===== config.mk =====
export PLATFORM = sky130hd
export DESIGN_NAME = gf180mcu_fd_sc_mcu9t5v0__bist2_ctrl
export DESIGN_NICKNAME = d
export VERILOG_FILES = /design/src/rtl/gf180mcu_fd_sc_mcu9t5v0__bist2_ctrl.sv
export SDC_FILE = /design/constraint.sdc
export NUM_CORES = 1
export LEC_CHECK = 0
export ABC_AREA = 1
export BUFFER_PORTS_ARGS = -buffer_cell sky130_fd_sc_hd__buf_2
export CORE_MARGIN = 1.5
export CORE_UTILIZATION = 35
export DETAILED_ROUTE_END_ITERATION = 8
export PLACE_DENSITY = 0.64
export SLEW_MARGIN = 20
export SYNTH_ARGS = -nofsm -noshare
export SYNTH_HDL_FRONTEND = slang
export SYNTH_SLANG_ARGS = --single-unit

===== constraint.sdc =====
create_clock -name CLK -period 1.87 [get_ports CLK]
set_input_delay 0.187 -clock CLK [delete_from_list [all_inputs] [get_ports CLK]]
set_output_delay 0.187 -clock CLK [all_outputs]
set_load 0.02 [all_outputs]

===== src/rtl/gf180mcu_fd_sc_mcu9t5v0__bist2_ctrl.sv =====
// ---------------------------------------------------------------------------
// gf180mcu_fd_sc_mcu9t5v0__bist2_ctrl
//
// Built-in self-test controller for a 2-input combinational cell (NOR2 by
// default). It walks {A2,A1} through 00,01,11,10 for PASSES passes. After each
// vector change it waits SETTLE cycles, then samples ZN. The sample is checked
// against the truth table TT and folded into a MISR signature.
//
// Ports
//   CLK     in   clock, rising edge
//   RN      in   asynchronous active-low reset
//   START   in   begin a run (honoured in IDLE or DONE)
//   ABORT   in   stop the current run (honoured in RUN only)
//   ZN      in   output of the cell under test
//   A1, A2  out  registered cell inputs
//   BUSY    out  run in progress
//   DONE    out  run completed, held until the next START
//   PASS    out  DONE with zero mismatches
//   ERR_CNT out  saturating mismatch count
//   SIG     out  MISR signature of the sampled ZN stream
// ---------------------------------------------------------------------------
module gf180mcu_fd_sc_mcu9t5v0__bist2_ctrl #(
  parameter logic [3:0]       TT       = 4'b0001,
  parameter int               SETTLE   = 2,
  parameter int               PASSES   = 4,
  parameter int               CNT_W    = 8,
  parameter int               SIG_W    = 16,
  parameter logic [SIG_W-1:0] SIG_POLY = SIG_W'(16'h1021)
) (
  input  logic             CLK,
  input  logic             RN,
  input  logic             START,
  input  logic             ABORT,
  input  logic             ZN,
  output logic             A1,
  output logic             A2,
  output logic             BUSY,
  output logic             DONE,
  output logic             PASS,
  output logic [CNT_W-1:0] ERR_CNT,
  output logic [SIG_W-1:0] SIG
);

  typedef enum logic [1:0] {S_IDLE, S_RUN, S_DONE} state_t;

  localparam logic [3:0] SETTLE_L  = 4'(SETTLE);
  localparam logic [7:0] LAST_PASS = 8'(PASSES - 1);

  state_t           r_state, w_state_nxt;
  logic             r_a1, r_a2, r_busy, r_done;
  logic             w_a1_nxt, w_a2_nxt, w_busy_nxt, w_done_nxt;
  logic [CNT_W-1:0] r_err, w_err_nxt;
  logic [SIG_W-1:0] r_sig, w_sig_nxt;
  logic [1:0]       r_vidx, w_vidx_nxt, w_vidx_inc;
  logic [7:0]       r_pass, w_pass_nxt;
  logic [3:0]       r_settle, w_settle_nxt;
  logic             w_exp, w_mis, w_zn_bit;

  function automatic logic [CNT_W-1:0] sat_inc(input logic [CNT_W-1:0] v);
    return (&v) ? v : v + CNT_W'(1);
  endfunction

  function automatic logic [SIG_W-1:0] misr_step(input logic [SIG_W-1:0] s,
                                                 input logic b);
    return {s[SIG_W-2:0], 1'b0} ^ (s[SIG_W-1] ? SIG_POLY : '0)
           ^ {{(SIG_W-1){1'b0}}, b};
  endfunction

  // Vector index to {A2,A1}: binary-to-Gray, so one input toggles per step.
  function automatic logic [1:0] gray(input logic [1:0] idx);
    return {idx[1], idx[1] ^ idx[0]};
  endfunction

  assign w_exp      = TT[{r_a2, r_a1}];
  // Case equality so an X/Z on ZN reads as a mismatch and injects a 1.
  assign w_mis      = (ZN !== w_exp);
  assign w_zn_bit   = (ZN === 1'b0) ? 1'b0 : 1'b1;
  assign w_vidx_inc = r_vidx + 2'd1;

  always_comb begin
    w_state_nxt  = r_state;
    w_a1_nxt     = r_a1;
    w_a2_nxt     = r_a2;
    w_busy_nxt   = r_busy;
    w_done_nxt   = r_done;
    w_err_nxt    = r_err;
    w_sig_nxt    = r_sig;
    w_vidx_nxt   = r_vidx;
    w_pass_nxt   = r_pass;
    w_settle_nxt = r_settle;
    case (r_state)
      S_IDLE, S_DONE: begin
        if (START) begin
          w_state_nxt  = S_RUN;
          w_busy_nxt   = 1'b1;
          w_done_nxt   = 1'b0;
          w_err_nxt    = '0;
          w_sig_nxt    = '1;
          w_vidx_nxt   = 2'd0;
          w_a1_nxt     = 1'b0;
          w_a2_nxt     = 1'b0;
          w_settle_nxt = SETTLE_L;
          w_pass_nxt   = 8'd0;
        end
      end
      S_RUN: begin
        if (ABORT) begin
          w_state_nxt = S_IDLE;
          w_busy_nxt  = 1'b0;
          w_a1_nxt    = 1'b0;
          w_a2_nxt    = 1'b0;
          w_vidx_nxt  = 2'd0;
        end else if (r_settle != 4'd0) begin
          w_settle_nxt = r_settle - 4'd1;
        end else begin
          if (w_mis) w_err_nxt = sat_inc(r_err);
          w_sig_nxt    = misr_step(r_sig, w_zn_bit);
          w_settle_nxt = SETTLE_L;
          w_vidx_nxt   = w_vidx_inc;
          {w_a2_nxt, w_a1_nxt} = gray(w_vidx_inc);
          if (r_vidx == 2'd3) begin
            w_pass_nxt = r_pass + 8'd1;
            if (r_pass == LAST_PASS) begin
              w_state_nxt = S_DONE;
              w_busy_nxt  = 1'b0;
              w_done_nxt  = 1'b1;
              w_a1_nxt    = 1'b0;
              w_a2_nxt    = 1'b0;
              w_vidx_nxt  = 2'd0;
            end
          end
        end
      end
      default: w_state_nxt = S_IDLE;
    endcase
  end

  always_ff @(posedge CLK or negedge RN) begin
    if (!RN) begin
      r_state  <= S_IDLE;
      r_a1     <= 1'b0;
      r_a2     <= 1'b0;
      r_busy   <= 1'b0;
      r_done   <= 1'b0;
      r_err    <= '0;
      r_sig    <= '1;
      r_vidx   <= 2'd0;
      r_pass   <= 8'd0;
      r_settle <= 4'd0;
    end else begin
      r_state  <= w_state_nxt;
      r_a1     <= w_a1_nxt;
      r_a2     <= w_a2_nxt;
      r_busy   <= w_busy_nxt;
      r_done   <= w_done_nxt;
      r_err    <= w_err_nxt;
      r_sig    <= w_sig_nxt;
      r_vidx   <= w_vidx_nxt;
      r_pass   <= w_pass_nxt;
      r_settle <= w_settle_nxt;
    end
  end

  assign A1      = r_a1;
  assign A2      = r_a2;
  assign BUSY    = r_busy;
  assign DONE    = r_done;
  assign PASS    = r_done && (r_err == '0);
  assign ERR_CNT = r_err;
  assign SIG     = r_sig;

endmodule


## Word level (Yosys, flattened, before mapping)

Index checks and enable logic that the tools add are counted.

| operators by class | value |
|---|---|
| $add $sub $neg | 4 |
| $mul | 0 |
| divide/modulo/power cells | 0 |
| magnitude comparators | 1 |
| eq/ne operators | 16 |
| shifts and indexed selects | 0 |
| muxes and demuxes | 56 |
| bitwise logic cells | 3 |
| reductions and logical operators | 15 |

Operators with widths:

| kind | number |
|---|---|
| 8-bit two-way mux | 8 |
| 16-bit two-way mux | 3 |
| 16-bit case mux with 2 select lines | 1 |
| 8-bit case mux with 2 select lines | 2 |
| 1-bit two-way mux | 20 |
| 2-bit two-way mux | 10 |
| 8-bit by 1-bit adder with 8-bit output, second input constant | 2 |
| 16-bit by 1-bit bitwise XOR with 16-bit output | 1 |
| 16-bit by 13-bit bitwise XOR with 16-bit output | 1 |
| 2-bit inequality test, second input constant | 7 |
| 13-bit two-way mux | 1 |
| 4-bit two-way mux | 3 |
| 6-bit AND reduction | 2 |
| 5-bit AND reduction | 2 |
| 3-bit inequality test, second input constant | 3 |
| 8-bit by 2-bit == test with 1-bit output, second input constant | 1 |
| 8-bit logical NOT | 1 |
| 1-bit case mux with 2 select lines | 4 |
| 2-bit case mux with 2 select lines | 2 |
| 4-bit case mux with 2 select lines | 1 |
| 4-bit AND reduction | 2 |
| 8-bit AND reduction | 1 |
| 3-bit AND reduction | 2 |
| 2-bit == test, second input constant | 2 |
| other kinds (13) | 13 |

| word-level totals | value |
|---|---|
| bits in registers | 44 |
| latch bits | 0 |
| bits in writable memories | 0 |
| ROM bits | 0 |
| bits of input ports | 5 |
| output and inout port bits | 29 |
| word-level logic and storage cells | 105 |
| memories kept | 0 |

## Depth between registers and ports, before layout

Gate-level depths: netlist of the first run.

| logic depth | value |
|---|---|
| depth in word-level cells | 7 |
| depth in mapped cells | 9 |
| gate-level depth less buffers | 9 |

## Least setup slack after synthesis of the first run

No wires, ideal clock.

| timing | value |
|---|---|
| path kind | flip-flop to output port |
| from | register r_err[0] (netlist: ERR_CNT[0]) |
| to | output PASS |
| arrival | 1.424 ns |
| data required time | 1.683 ns |
| slack | 0.259 ns |
| cell stages (with the launch flop) | 5 |
| path buffers | 0 |
| cells stage by stage | dfrtp_1 inv_1 ha_1 nand2_1 nor4_1 |

| on the way | value |
|---|---|
| cells in the longest elaborated chain, start to end | 2 |

RTL lines:

| element | RTL line | text |
|---|---|---|
| start, declared | 52 | `logic [CNT_W-1:0] r_err, w_err_nxt;` |
| start signal, assigned | 156 | `r_err <= w_err_nxt;` |
| 8-bit logical NOT | 168 | `assign PASS = r_done && (r_err == '0);` |
| 1-bit logical AND | 168 |  |
| end, declared | 39 | `output logic PASS,` |

Every way passes these cells.

## Final worst setup path of the first run

| timing | value |
|---|---|
| from | register r_err[0] (netlist: ERR_CNT[0]) |
| to | register r_err[7] (netlist: ERR_CNT[7]) |

| on the way | value |
|---|---|
| cells in the longest elaborated chain, start to end | 6 |
| elaborated cells on any way between the ends | 9 |
| classes of those cells | 1 x add/sub; 1 x eq/ne; 5 x mux; 2 x reduce/logical |

RTL lines:

| element | RTL line | text |
|---|---|---|
| 8-bit by 1-bit adder with 8-bit output | 60 | `return (&v) ? v : v + CNT_W'(1);` |
| 8-bit two-way mux | 60 |  |
| 8-bit two-way mux | 116 | `if (w_mis) w_err_nxt = sat_inc(r_err);` |
| 8-bit two-way mux | 113 | `end else if (r_settle != 4'd0) begin` |
| 8-bit two-way mux | 107 | `if (ABORT) begin` |
| 8-bit case mux with 2 select lines | 91 | `case (r_state)` |

Parallel ways exist; a longest one is shown, timed or not. The select of a mux whose other input is x is not followed.
A chain may end at the register's enable or synchronous reset.

==> results of run 1 <==
[layer usage]
layer,global-route usage [%],up-vias
li1,-,1072
met1,19.6,924
met2,24.6,18
met3,4.13,7
met4,4.84,0
met5,0,-
[registers in the layout, summed over array words and instances, names as in the netlist]
| signal | flops |
|---|---|
| r_settle | 4 |
| ERR_CNT | 8 |
| r_vidx | 2 |
| r_pass | 8 |
| BUSY | 1 |
| r_state | 2 |
| A1 | 1 |
| SIG | 16 |
| DONE | 1 |
[kinds of logic (layout without fill, tap and decap cells)]
group / Yosys count / count (layout) / synth area share (%)
compound gates: 44 / 44 / 10.2
xor+xnor: 1 / 1 / 0.375
fa+ha+maj: 6 / 6 / 3.22
buf+inv: 44 / 83 / 7.40
flops: 43 / 43 / 47.0
simple gates: 176 / 176 / 31.9
[timing repair]
action | in CTS | in global routing
hold buffers | 1 | 0
buffers inserted | 0 | 0
hold endpoints to repair | 16 | 0
[report_power, final]
| part | total [mW] | leakage (nW) | switching (mW) | internal (mW) |
|---|---|---|---|---|
| clock network | 0.612 | 0.0486 | 0.344 | 0.268 |
| logic | 1.29 | 0.803 | 0.845 | 0.447 |
| registers | 1.59 | 0.531 | 0.250 | 1.34 |
[worst register-to-register path, stage by stage, from the launching register on]
cell and delay (ns):
dfrtp_1 0.45, ha_1 0.24, nand2_1 0.11, nor2_2 0.07, nand4_1 0.17, inv_1 0.06, nor2_1 0.33, nand2_1 0.09
nand2_1 0.08
[through the flow]
step                util [%]  hold slack (ns)  instances  area (sq um)
finish                  42.4            0.270        430          2710
global route            42.4            0.292        430          2710
CTS                     42.4            0.256        430          2710
detailed placement      40.8            0.194        421          2600
global placement        40.8            0.190        421          2600
floorplan                  -           -0.109        314          2330
[cells in the final DEF (no fill, tap or decap), types with 2 or more instances in the layout]
master | synthesis | routed
o21ai_0 | 11 | 11
buf_4 | 1 | 3
nand3b_1 | 3 | 3
buf_2 | 3 | 33
nand3_1 | 18 | 18
dfrtp_1 | 27 | 27
clkinv_4 | 0 | 2
ha_1 | 6 | 6
nor2_2 | 2 | 2
nand2_1 | 102 | 102
nor2_1 | 39 | 39
inv_2 | 6 | 6
o21bai_1 | 2 | 2
clkbuf_8 | 0 | 5
nand4_1 | 5 | 5
inv_1 | 31 | 31
dfstp_2 | 16 | 16
o21ai_1 | 23 | 23
a21oi_1 | 6 | 6
[final cells by class]
| cell class | instances | area (sq um) | share of cell area (%) |
|---|---|---|---|
| Clock inverter | 3 | 23.8 | 0.878 |
| Tap cell | 77 | 96.3 | 3.56 |
| Timing Repair Buffer | 38 | 218 | 8.04 |
| Inverter | 37 | 139 | 5.13 |
| Clock buffer | 5 | 68.8 | 2.54 |
| Sequential cell | 43 | 1100 | 40.5 |
| Multi-Input combinational cell | 227 | 1060 | 39.3 |
[synth_stat cells, drive strengths merged]
master,count,area share [%]
inv,37,6.0
nor3,1,0.21
a21oi,6,1.3
a31oi,1,0.27
nand2,104,17
nand3,19,4.3
nor2,42,7.3
dfstp,16,18
dfrtp,27,29
o21bai,2,0.64
xnor2,1,0.38
o21ai,35,8.0
buf,5,1.1
nor4,1,0.27
clkbuf,2,0.32
nor3b,1,0.32
nand4,5,1.3
ha,6,3.2
nand3b,3,0.97
[worst min path at each step]
| stage | slack (ns) | depth (start not counted) | endpoint | from |
|---|---|---|---|---|
| after floorplan | -0.11 | 0 | A1 | RN |
| after global placement | 0.19 | 1 | ERR_CNT[0] | RN |
| after detailed placement | 0.19 | 1 | ERR_CNT[0] | RN |
| after CTS | 0.26 | 6 | r_state[1] | START |
| after global routing | 0.29 | 4 | SIG[0] | ZN |
| final | 0.27 | 4 | DONE | START |
==> results.json, run 1 <==
{
  "status": "complete, no violations",
  "cts_tree": "done",
  "maxCapViolCount": 0,
  "fin_skew_ns": 0.0151,
  "cpPeakStageDelay_ns": 0.45,
  "syn-cell-area_sq_um": 2330,
  "rows": 29,
  "r2r_start": "ERR_CNT[0]",
  "synth_warnings": 0,
  "path_class": "register to register",
  "grt_setup_unrepaired": "false",
  "wl_met3_um": 115,
  "dr.pass1.iters": 4,
  "diodes": 0,
  "antenna_found_initial": 0,
  "dr_wl_met2_um": 2400,
  "r2r_slack_ns": 0.22,
  "fin_ws_ns": 0.216,
  "start_util_pct": 36.5,
  "setup_tns_ns": 0,
  "synthCells": 314,
  "cp-end-kind": "register",
  "cts_buffers": 5,
  "vias": 2021,
  "peakVddDrop_v": 0.000777,
  "crit_buf_inv": 1,
  "slew-limit-headroom_pct": 64.4,
  "p_leak_nw": 1.38,
  "regToRegEndpoint": "ERR_CNT[7]",
  "die-area_sq_um": 7170,
  "totalWireLength_um": 4940,
  "pre_cts_ws_ns": 0.229,
  "clk_path_buf_depth": 2,
  "highest_layer": "met4",
  "area_growth_pct": 16.0,
  "critPathRequiredTime_ns": 2.12,
  "die_w_um": 84.7,
  "drc": 0,
  "dp_hpwl_um": 3570,
  "grt_pass1_vias": 1952,
  "grt_pass1_wl_um": 8840,
  "layout_min_cycle_time_ns": 1.65,
  "min_path_type": "primary input to register",
  "wl_per_cell_um": 11.5,
  "cp_num_cells": 8,
  "gp_congestion": 0.819,
  "ys_ff_latch": 43,
  "path_cells": "ha_1 -> nand2_1 -> nor2_2 -> nand4_1 -> inv_1 -> nor2_1 -> nand2_1 -> nand2_1",
  "timing.fmax_mhz": 605,
  "drt-met1-wl_um": 2360,
  "critical-path-top-delay-family": "simple AND/OR/NAND/NOR gates",
  "tightest_slew_ns": 0.535,
  "cts_resized": 0,
  "crit_arrival_ns": 1.90,
  "clockRootBuffer": "clkbuf_8",
  "syn_nets": 325,
  "yosysSeqAreaShare_pct": 47.0,
  "final_layout_size_suffix_gt1_share_pct": 21.0,
  "report.final.slew_viol_count": 0,
  "io_buffers": 33,
  "boundaryPins": 34,
  "die_h_um": 84.7,
  "synth_cell_type_count": 29,
  "clock-sinks": 43,
  "cp_max_fo": 6,
  "cp-start-kind": "register",
  "nNetsFinal": 363,
  "endpoint": "ERR_CNT[7]",
  "power_mw": 3.50,
  "gr-total-overflow": 0,
  "critPathLaunch": "ERR_CNT[0]",
  "finalCritPeriodShare_pct": 88.5,
  "p_per_area_nw_per_um2": 1290,
  "crit_top_cell": "nand2_1",
  "hold_viol_final": 0,
  "vias_per_cell": 4.70,
  "ff2ff_path_depth": 8,
  "grt_usage_pct": 15.1,
  "syn_avg_cell_area_sq_um": 7.43,
  "nFillCells": 661,
  "core_area_sq_um": 6390,
  "h-tree-depth": 2,
  "grt_max_degree": 29,
  "path_clk_slew_ns": 0.09,
  "clock_latency_ns": 0.30,
  "dr.first_iter.drc_count": 105,
  "critPathSlowestCell": "dfrtp_1",
  "setup_viol": 0,
  "ant_nets": 0
}
No activity file was read; power rests on OpenSTA's default activity.
==> run 2, diff against run 1 <==
- ABC_AREA: 1 -> not set
- PLACE_DENSITY: 0.64 -> 0.65
==> run 2 against run 1 <==
Compared with the run above:
- total power up 2.4%
- sequential power shrank 3%
- area after synthesis decreased by 7.9%
- the run now ends with setup timing left
- combinational power rose by 12%
- largest cell class unchanged
- worst setup slack lost 0.27 ns
==> results.json, run 2 <==
{
  "p_leak_nw": 1.28,
  "dp_hpwl_um": 3250,
  "grt_setup_unrepaired": "true",
  "min_to": "r_state[1]",
  "drc": 0,
  "syn-cell-area_sq_um": 2150,
  "path_clk_slew_ns": 0.09,
  "dr.pass1.iters": 4,
  "antenna_found_initial": 0,
  "regToRegEndpoint": "ERR_CNT[7]",
  "synth_warnings": 0,
  "crit_arrival_ns": 2.17,
  "start_util_pct": 36.3,
  "timing.fmax_mhz": 518,
  "ys_ff_latch": 43,
  "finalCritPeriodShare_pct": 103,
  "syn_nets": 238,
  "p_per_area_nw_per_um2": 1330,
  "path_class": "register to register",
  "ff2ff_path_depth": 7,
  "yosysSeqAreaShare_pct": 51.0,
  "die-area_sq_um": 6620,
  "totalWireLength_um": 4700,
  "r2r_start": "r_settle[0]",
  "maxCapViolCount": 0,
  "final_layout_size_suffix_gt1_share_pct": 33.5,
  "grt_max_degree": 44,
  "r2r_slack_ns": -0.06,
  "yosysTopAreaCell": "dfrtp_1",
  "clockRootBuffer": "clkbuf_8",
  "synth_cell_type_count": 41,
  "boundaryPins": 34,
  "syn_avg_cell_area_sq_um": 9.46,
  "violations": "setup timing",
  "critPathRequiredTime_ns": 2.11,
  "async_reset_ff_share_pct": 100,
  "hold_slack_ns": 0.123,
  "p_sw_mw": 1.40,
  "gr-total-overflow": 0,
  "wl_per_cell_um": 13.2,
  "layout_min_cycle_time_ns": 1.93,
  "synth_top_area_share_pct": 31.5,
  "rows": 28,
  "clock-sinks": 43,
  "cp_max_fo": 4,
  "clock_latency_ns": 0.30,
  "final_common_cell": "buf_2",
  "hold_viol_final": 0,
  "report.final.slew_viol_count": 0,
  "fin_util_pct": 45.5,
  "grt_usage_pct": 15.3,
  "die_w_um": 81.3,
  "synthCells": 227,
  "gp_congestion": 0.824,
  "ys_top_cells_by_count": "nor2_1, nand2_1, dfrtp_1, o21ai_0, dfstp_2",
  "grt_pass1_vias": 1664,
  "cpPeakStageDelay_ns": 0.42,
  "synth_edf_count": 0,
  "core_area_sq_um": 5920,
  "area_growth_pct": 25.5,
  "final_cell_mix": "buf_2, nor2_1, nand2_1",
  "die_h_um": 81.3,
  "cts_buffers": 5,
  "h-tree-depth": 2,
  "synth_area_leaders": "dfrtp_1, dfstp_2, o21ai_0",
  "p_int_mw": 2.18,
  "clkPwrFrac_pct": 16.5,
  "grt_pass1_wl_um": 7730,
  "p_sw_share_pct": 39.2,
  "io_buffers": 33,
  "status": "complete, but fails checks",
  "hold_path.startpoint": "START",
  "seqPwrFrac_pct": 43.0,
  "slew-limit-headroom_pct": 63.5,
  "min_path_type": "primary input to register",
  "cts_tree": "done",
  "synth_ff_type": "dfrtp_1",
  "ant_nets": 0,
  "vias_per_cell": 4.95,
  "nNetsFinal": 291,
  "combPwrFrac_pct": 40.5,
  "dr.first_iter.drc_count": 53,
  "largest_reg_flops": 16,
  "peakVddDrop_v": 0.000659,
  "vias": 1761,
  "synth_most_common_cell": "nor2_1",
  "clk_path_buf_depth": 2,
  "whs_path_depth": 2,
  "diodes": 0,
  "fin_skew_ns": 0.0121,
  "critPathSlowestCell": "or4_4",
  "cp-start-kind": "register",
  "cp-end-kind": "register",
  "fin_ws_ns": -0.0588,
  "tightest_slew_ns": 0.547,
  "path_cells": "inv_2 -> ha_4 -> or3b_4 -> o2bb2ai_4 -> a21o_1 -> or4_4 -> a21oi_2",
  "setup_viol": 2
}
==> run 2: cell count changes after synthesis, moves of 7 or more <==
cell	change
inv_1	-25
o21ai_0	+16
nand2_1	-73
clkbuf_1	+8
xor2_1	+8
nor2_1	-7
o21ai_1	-21
==> run 2: cell families after synthesis <==
group | synth area share, %
buffers and inverters | 2.97
muxes | 0.524
AOI/OAI and AO/OA | 15.0
DFF | 51.0
and+or+nand+nor | 21.7
adders and majority gates | 3.49
xor gates and xnor gates | 5.30
==> run 2: through the flow <==
step	worst slack [ns]	setup TNS [ns]	instances	power (mW)	instance area (sq um)
after detailed placement	-0.0861	-0.209	343	2.91	2530
after global routing	-0.120	-0.515	356	3.85	2700
after global placement	-0.0303	-0.0303	343	2.87	2530
after floorplan	-0.110	-0.204	227	2.41	2180
final	-0.0588	-0.0756	356	3.58	2700
after CTS	-0.0469	-0.0469	355	3.56	2660
==> run 2: timing repair <==
action                                  4_1_cts  5_1_grt
endpoints found under the setup margin        6       23
gates resized for setup                       4       20
hold buffers                                  1        0
pin swaps                                     3        3
endpoints found under the hold margin        27        0
buffers inserted                              3        1
==> run 2: layer usage <==
| layer | wire, um | up-vias | track usage (%) |
|---|---|---|---|
| li1 | - | 890 | - |
| met1 | 2120 | 841 | 18.5 |
| met2 | 2390 | 24 | 25.9 |
| met3 | 113 | 6 | 3.71 |
| met4 | 82 | 0 | 6.21 |
| met5 | 0 | - | 0 |
==> run 2: cell type report <==
cell class                 count  area (sq um)
sequential                    43          1100
tap                           75          93.8
clock buffer                   6          72.6
clock inverter                 2          12.5
timing repair buffer          57           352
inverter                       6          22.5
multi-input combinational    167          1050
fill                         573          3220
==> run 2: worst max-delay path: cells and delay by family (launching register included) <==
kind / cells / cell delay (ns)
buffers and inverters: 1 / 0.09
adders and majority gates: 1 / 0.13
DFF: 1 / 0.40
AOI/OAI and AO/OA: 3 / 0.44
and+or+nand+nor: 2 / 0.82
==> run 2: how the worst max path moves through the flow <==
| stage | from | end |
|---|---|---|
| floorplan | r_settle[0] | ERR_CNT[5] |
| global placement | r_settle[1] | ERR_CNT[7] |
| detailed placement | r_settle[0] | ERR_CNT[7] |
| CTS | r_settle[0] | ERR_CNT[7] |
| global route | r_settle[0] | ERR_CNT[7] |
| finish | r_settle[0] | ERR_CNT[7] |
==> run 2: power by group through the flow <==
| stage | sequential (mW) | combinational [mW] | clock (mW) |
|---|---|---|---|
| after CTS | 1.54 | 1.41 | 0.606 |
| after global routing | 1.58 | 1.63 | 0.639 |
| final | 1.54 | 1.45 | 0.590 |
| after global placement | 1.55 | 1.32 | 0 |
| after detailed placement | 1.55 | 1.36 | 0 |
| after floorplan | 1.82 | 0.585 | 0 |
